`config.mk`:
```
export PLATFORM = sky130hd
export DESIGN_NAME = gpio_out_port
export DESIGN_NICKNAME = d
export VERILOG_FILES = /design/src/rtl/gpio_out_port.sv
export SDC_FILE = /design/constraint.sdc
export NUM_CORES = 1
export LEC_CHECK = 0
export CAP_MARGIN = 25
export CORE_MARGIN = 5
export CORE_UTILIZATION = 30
export CTS_CLUSTER_SIZE = 40
export DETAILED_ROUTE_END_ITERATION = 12
export PLACE_DENSITY_LB_ADDON = 0.2
export SETUP_SLACK_MARGIN = 0.5
export SYNTH_ARGS = -nofsm -noshare
export SYNTH_HDL_FRONTEND = slang
export SYNTH_SLANG_ARGS = --single-unit
```
`constraint.sdc`:
```
create_clock -name clk -period 5.2 [get_ports clk]
set_clock_uncertainty 0.15 [all_clocks]
set_input_delay 0.52 -clock clk [delete_from_list [all_inputs] [get_ports clk]]
set_output_delay 0.52 -clock clk [all_outputs]
set_load 0.01 [all_outputs]
```
`src/rtl/gpio_out_port.sv`:
```
// Registered WIDTH-bit output port with write/set/clear/toggle modes and a one-shot
// pulse engine that inverts a bit mask for a programmed number of cycles.
module gpio_out_port #(
  parameter int unsigned     WIDTH       = 8,
  parameter int unsigned     PULSE_BITS  = 16,
  parameter logic [WIDTH-1:0] RESET_VALUE = '0
) (
  input  logic                  clk,
  input  logic                  rst,
  input  logic [WIDTH-1:0]      write_data,
  input  logic [1:0]            write_mode,
  input  logic                  write_enable,
  input  logic                  pulse_start,
  input  logic [PULSE_BITS-1:0] pulse_len,
  output logic [WIDTH-1:0]      out_lines,
  output logic [WIDTH-1:0]      read_data,
  output logic                  busy,
  output logic                  pulse_ack
);

  localparam logic [1:0] ModeWrite  = 2'b00;
  localparam logic [1:0] ModeSet    = 2'b01;
  localparam logic [1:0] ModeClear  = 2'b10;
  localparam logic [1:0] ModeToggle = 2'b11;

  localparam logic [PULSE_BITS-1:0] CntOne = PULSE_BITS'(1);

  logic [WIDTH-1:0]      out_q, out_d;
  logic [WIDTH-1:0]      mask_q, mask_d;
  logic [PULSE_BITS-1:0] cnt_q, cnt_d;
  logic                  busy_q, busy_d;
  logic                  ack_q, ack_d;
  logic                  accept;

  assign accept = pulse_start && !busy_q && !write_enable;

  always_comb begin
    out_d  = out_q;
    mask_d = mask_q;
    cnt_d  = cnt_q;
    busy_d = busy_q;
    ack_d  = 1'b0;

    if (write_enable) begin
      case (write_mode)
        ModeWrite:  out_d = write_data;
        ModeSet:    out_d = out_q | write_data;
        ModeClear:  out_d = out_q & ~write_data;
        ModeToggle: out_d = out_q ^ write_data;
        default:    out_d = out_q;
      endcase
    end

    if (accept) begin
      out_d  = out_q ^ write_data;
      mask_d = write_data;
      cnt_d  = (pulse_len == '0) ? CntOne : pulse_len;
      busy_d = 1'b1;
      ack_d  = 1'b1;
    end else if (busy_q) begin
      if (cnt_q == CntOne) begin
        // Restore lands on top of any same-cycle write result.
        out_d  = out_d ^ mask_q;
        busy_d = 1'b0;
        cnt_d  = '0;
      end else begin
        cnt_d = cnt_q - CntOne;
      end
    end
  end

  always_ff @(posedge clk) begin
    if (rst) begin
      out_q  <= RESET_VALUE;
      mask_q <= '0;
      cnt_q  <= '0;
      busy_q <= 1'b0;
      ack_q  <= 1'b0;
    end else begin
      out_q  <= out_d;
      mask_q <= mask_d;
      cnt_q  <= cnt_d;
      busy_q <= busy_d;
      ack_q  <= ack_d;
    end
  end

  assign out_lines = out_q;
  assign read_data = out_q;
  assign busy      = busy_q;
  assign pulse_ack = ack_q;

endmodule
```
---- Yosys cells after proc, flatten, opt, wreduce, memory -nomap -nowiden ----
Index checks and enable logic that the tools add are counted.
word-level totals
  register bits after elaboration ......... 34
  bits of input ports ..................... 30
  output and inout bits ................... 18
  word-level logic and storage cells ...... 35
operators by class
  add/subtract/negate cells ............... 1
  eq/ne operators ......................... 4
  multiplexer cells ....................... 13
  bitwise gates (word level) .............. 5
  reductions and logical operators ........ 7
operators with widths
  cell                                                  count
  2-to-1 mux 16 bit                                     4
  2-to-1 mux 8 bit                                      4
  case mux 8 bit (4 select lines)                       1
  equality test 16 x 1 -> 1 bit, second input constant  1
  zero test 16 bit                                      1
  subtractor 16 x 1 -> 16 bit, second input constant    1
  bitwise XOR 8 bit                                     2
  AND 8 bit                                             1
  inverter 8 bit                                        1
  bitwise OR 8 bit                                      1
  equality test 2 bit, second input constant            2
  2-to-1 mux 1 bit                                      4
  equality test 2 x 1 -> 1 bit, second input constant   1
  logical AND 1 bit                                     2
  zero test 1 bit                                       2
  zero test 2 bit                                       1
  nonzero test 2 bit                                    1

---- Logic depth before layout (Yosys ltp) ----
  depth after elaboration ................. 8
  gate-level depth with buffers ........... 8
  gate-level depth less buffers ........... 7

---- Worst setup path after synthesis ----
OpenSTA, ideal clock, no wires.
  path type ............................... register -> register
  start point ............................. reg cnt_q[0]
  end point ............................... reg cnt_q[13]
  library setup time ...................... 128 ps
  arrival ................................. 1985 ps
  required time ........................... 4922 ps
  path slack .............................. 2937 ps
  cell stages (with the launch flop) ...... 7
  path buffers ............................ 1
  period minus slack after synthesis ...... 2263 ps
  cell sequence ........................... dfxtp_1 > ha_1 > or4b_1 > or4_4 > buf_6 > a222oi_1 > nor2_1
on the way
  longest elaborated chain between the ends .. 4
  elaborated cells between the ends (all ways) .. 5
  classes of those cells .................. add/sub: 1; eq/ne: 1; mux: 3
ends and longest elaborated chain
  what                                                                                 line    text
  start, declared                                                                      30      logic [PULSE_BITS-1:0] cnt_q, cnt_d;
  start signal, assigned                                                               82      cnt_q <= cnt_d;
  subtractor 16 x 1 -> 16 bit / equality test 16 x 1 -> 1 bit (equally long branches)  67, 61
  2-to-1 mux 16 bit (*)                                                                61      if (cnt_q == CntOne) begin
  2-to-1 mux 16 bit (*)                                                                60      end else if (busy_q) begin
  2-to-1 mux 16 bit (*)                                                                54      if (accept) begin
Mark *: on every way between the ends. The rest lies on a longest branch, timed or not. The select of a mux whose other input is x is not followed.
A chain may end at the register's enable or synchronous reset.

---- Worst setup path in the final report ----
  start point ............................. reg busy_q (netlist: busy)
  end point ............................... reg out_q[5] (netlist: out_lines[5])
on the way
  longest elaborated chain between the ends .. 4
  elaborated cells between the ends (all ways) .. 5
  classes of those cells .................. mux: 2; reduce/logical: 3
ends and longest elaborated chain
  what                            line  text
  start, declared                 31    logic busy_q, busy_d;
  start signal, assigned          83    busy_q <= busy_d;
  zero test 1 bit                 35    assign accept = pulse_start && !busy_q && !write_enable;
  logical AND 1 bit (2 in a row)  35
  2-to-1 mux 8 bit (*)            54
  end signal, assigned            80    out_q <= out_d;
  end, declared                   28    logic [WIDTH-1:0] out_q, out_d;
Mark *: on every way between the ends. The rest lies on a longest branch, timed or not.

==> run metrics <==
synth warn=0; Port Buffer Count=47; Power Total=0.818 mW; GR Overflow Total=0; Num CTS Buffers=5; GR Layer Usage met1=approximately a fifth; worst vdd ir=0.121 mV; Crit path required time=between 5 and 6 ns; area grow syn2layout=23.2%; GP Congestion=~0.8; family with the most delay on the worst path=simple AND/OR/NAND/NOR gates; Lkg Pwr=1.15 nW; initial antenna violation count=0; DIE HEIGHT=101 um; post-CTS setup buffer count=0; detailed-route via count=2418; register area share after synthesis=a little over a quarter; type of origin of the critical path=flop; Core ar.=8180 um^2; filler cell count=about 900; drt pass-1 iters=4; Post-synth ARST share=0%; clock sink count=34; Max Clock Freq=0.345 GHz; post-DR wirelength/cell=15.1 um; final period utilization=55.8%; initial core utilization=30.6%; hold bufs inserted after CTS=0; Remaining DRCs=0; Final nets=392; setup violators final=0; Non-Filler Instances=450; final design utilization=37.7%; dpl hpwl=4910 um; Detailed Route Iter0 Violations=about 80; Post-Synthesis Cells=316; layout cells sized above 1=under 10%; number of synthesized flops with an enable pin=0; final hold vios=0; maxcap violations=0; Placed Cells=between 400 and 500; CTS tree=built; largest area contributor in the netlist=dfxtp_1; dpl cell area=between 2000 and 3000 um^2; most common library cells after synthesis=nand2_1, dfxtp_1, nand2b_1, a21oi_1; clk slew on worst S/H paths=0.06 ns; worst path arrival time=2.96 ns; Worst Hold Class=flop to flop; count leader, synth=nand2_1; power density over cell area=266 nW/um^2; Crit path largest cell delay=0.73 ns; Antenna Cells=0; Slowest-stage cell, CP=dfxtp_1; post-route ant nets=0; first-pass GRT wire length=11300 um; fin crit period=just under 3 ns; crit path buf inv count=0; Final Instance Area=3080 um^2; top cell type's share of synthesized area=between 20% and 30%; clk root buf=clkbuf_8; # H-tree levels=2; DRT Wirelength=between 6000 and 7000 um; Post-CTS Resized=0; I/O Pins=48; Yosys reg bits=34; crit-path cells=or4b_2 -> nor4_4 -> and4_1 -> o21ai_0 -> a21oi_1; pre-CTS setup slack=2.13 ns; die width=101 um; largest net degree at the start of global routing=37; critical path capture point type=flop; Slew Limit Headroom=around 43%; die area=10300 um^2; syn_nets=between 300 and 400; CP Class=flop to flop; GRT met2 Usage=roughly a fifth; Max Root-Sink Buffers=2; vias in the first global route=2270; met3 usage=3.03%; Area contributors post-synth=dfxtp_1, ha_1, nand2b_1; synth unique cells=49; Clock Latency Late Sink=just under 0.3 ns; area of the mapped netlist=2500 um^2; slack of the critical path=between 2 and 2.5 ns; RSZ-0062 raised after global routing=false; Via density=5.37; setup TNS=0 ns; Mean Syn Cell Area=7.92 um^2; Tot GR Track Use=13.7%; Primary FF master, synth=dfxtp_1; Least-Margin Pin Slew=0.856 ns; most used routing layer=met2; Slew Limit Fails=0; Final Hold Slack=~0.32 ns; FP Rows=33; CP max FO=19; status=completed
==> flip-flops by register name, indices dropped and copies added, names as in the netlist <==
name,flops
busy,1
cnt_q,16
mask_q,8
out_lines,8
pulse_ack,1
==> cell families (layout without fill, tap and decap cells) <==
logic type,Yosys count,after routing,synth area share (%)
xor gates and xnor gates,5,5,1.75
buffers and inverters,47,76,9.10
AOI/OAI and AO/OA,79,79,20.8
DFF,34,34,27.2
and+or+nand+nor,123,123,27.8
muxes,10,10,4.40
adders and majority gates,18,18,9.00
==> path summary, 6_finish.rpt <==
kind | from | end | slack (ns) | cells after the start
max | busy$_SDFF_PP0_ | out_lines[5]$_SDFF_PP0_ | 2.30 | 5
min | mask_q[2]$_SDFFE_PP0P_ | mask_q[2]$_SDFFE_PP0P_ | 0.32 | 2
min reg2reg | mask_q[2]$_SDFFE_PP0P_ | mask_q[2]$_SDFFE_PP0P_ | 0.32 | 2
max reg2reg | busy$_SDFF_PP0_ | out_lines[5]$_SDFF_PP0_ | 2.30 | 5
==> tightest hold or removal path, cell delays in order (launching register included) <==
cell	delay (ns)
dfxtp_1	0.32
nand2_1	0.05
a21oi_1	0.05
==> cells in the final DEF, fill, tap and decap left out, drive strengths merged, types with 3 or more instances in the layout <==
cell type,instances
a32oi,9
a31oi,3
buf,3
a21oi,24
ha,18
mux2,8
or4,4
clkdlybuf4s50,47
inv,18
a22oi,12
xnor2,5
clkbuf,8
nand2b,27
nor3,5
o21ai,14
dfxtp,34
and4,8
o22ai,3
nand2,38
nor4,9
nor2,14
nand4,3
==> layout make-up <==
type                    count  area, um^2  area share [%]
repair buffers             50         493            16.0
flip-flops and latches     34         681            22.1
multi-input cells         235        1600            51.9
well taps                 105         131            4.26
inverters                  18        67.6            2.19
clock buffers               8         110            3.57
==> layer usage <==
layer	vias to the layer above	part of all wire, %
met5	-	0
met4	0	0.90
met3	4	5.3
met2	66	46
met1	1153	48
li1	1195	-
==> where the power goes <==
group / internal, mW / total, mW / switching [mW] / leakage, nW
sequential: 0.286 / 0.316 / 0.0305 / 0.279
clock: 0.134 / 0.233 / 0.0993 / 0.0575
combinational: 0.131 / 0.269 / 0.138 / 0.811
total: 0.551 / 0.818 / 0.267 / 1.15
Note: power is estimated with default switching activity, not from simulation.
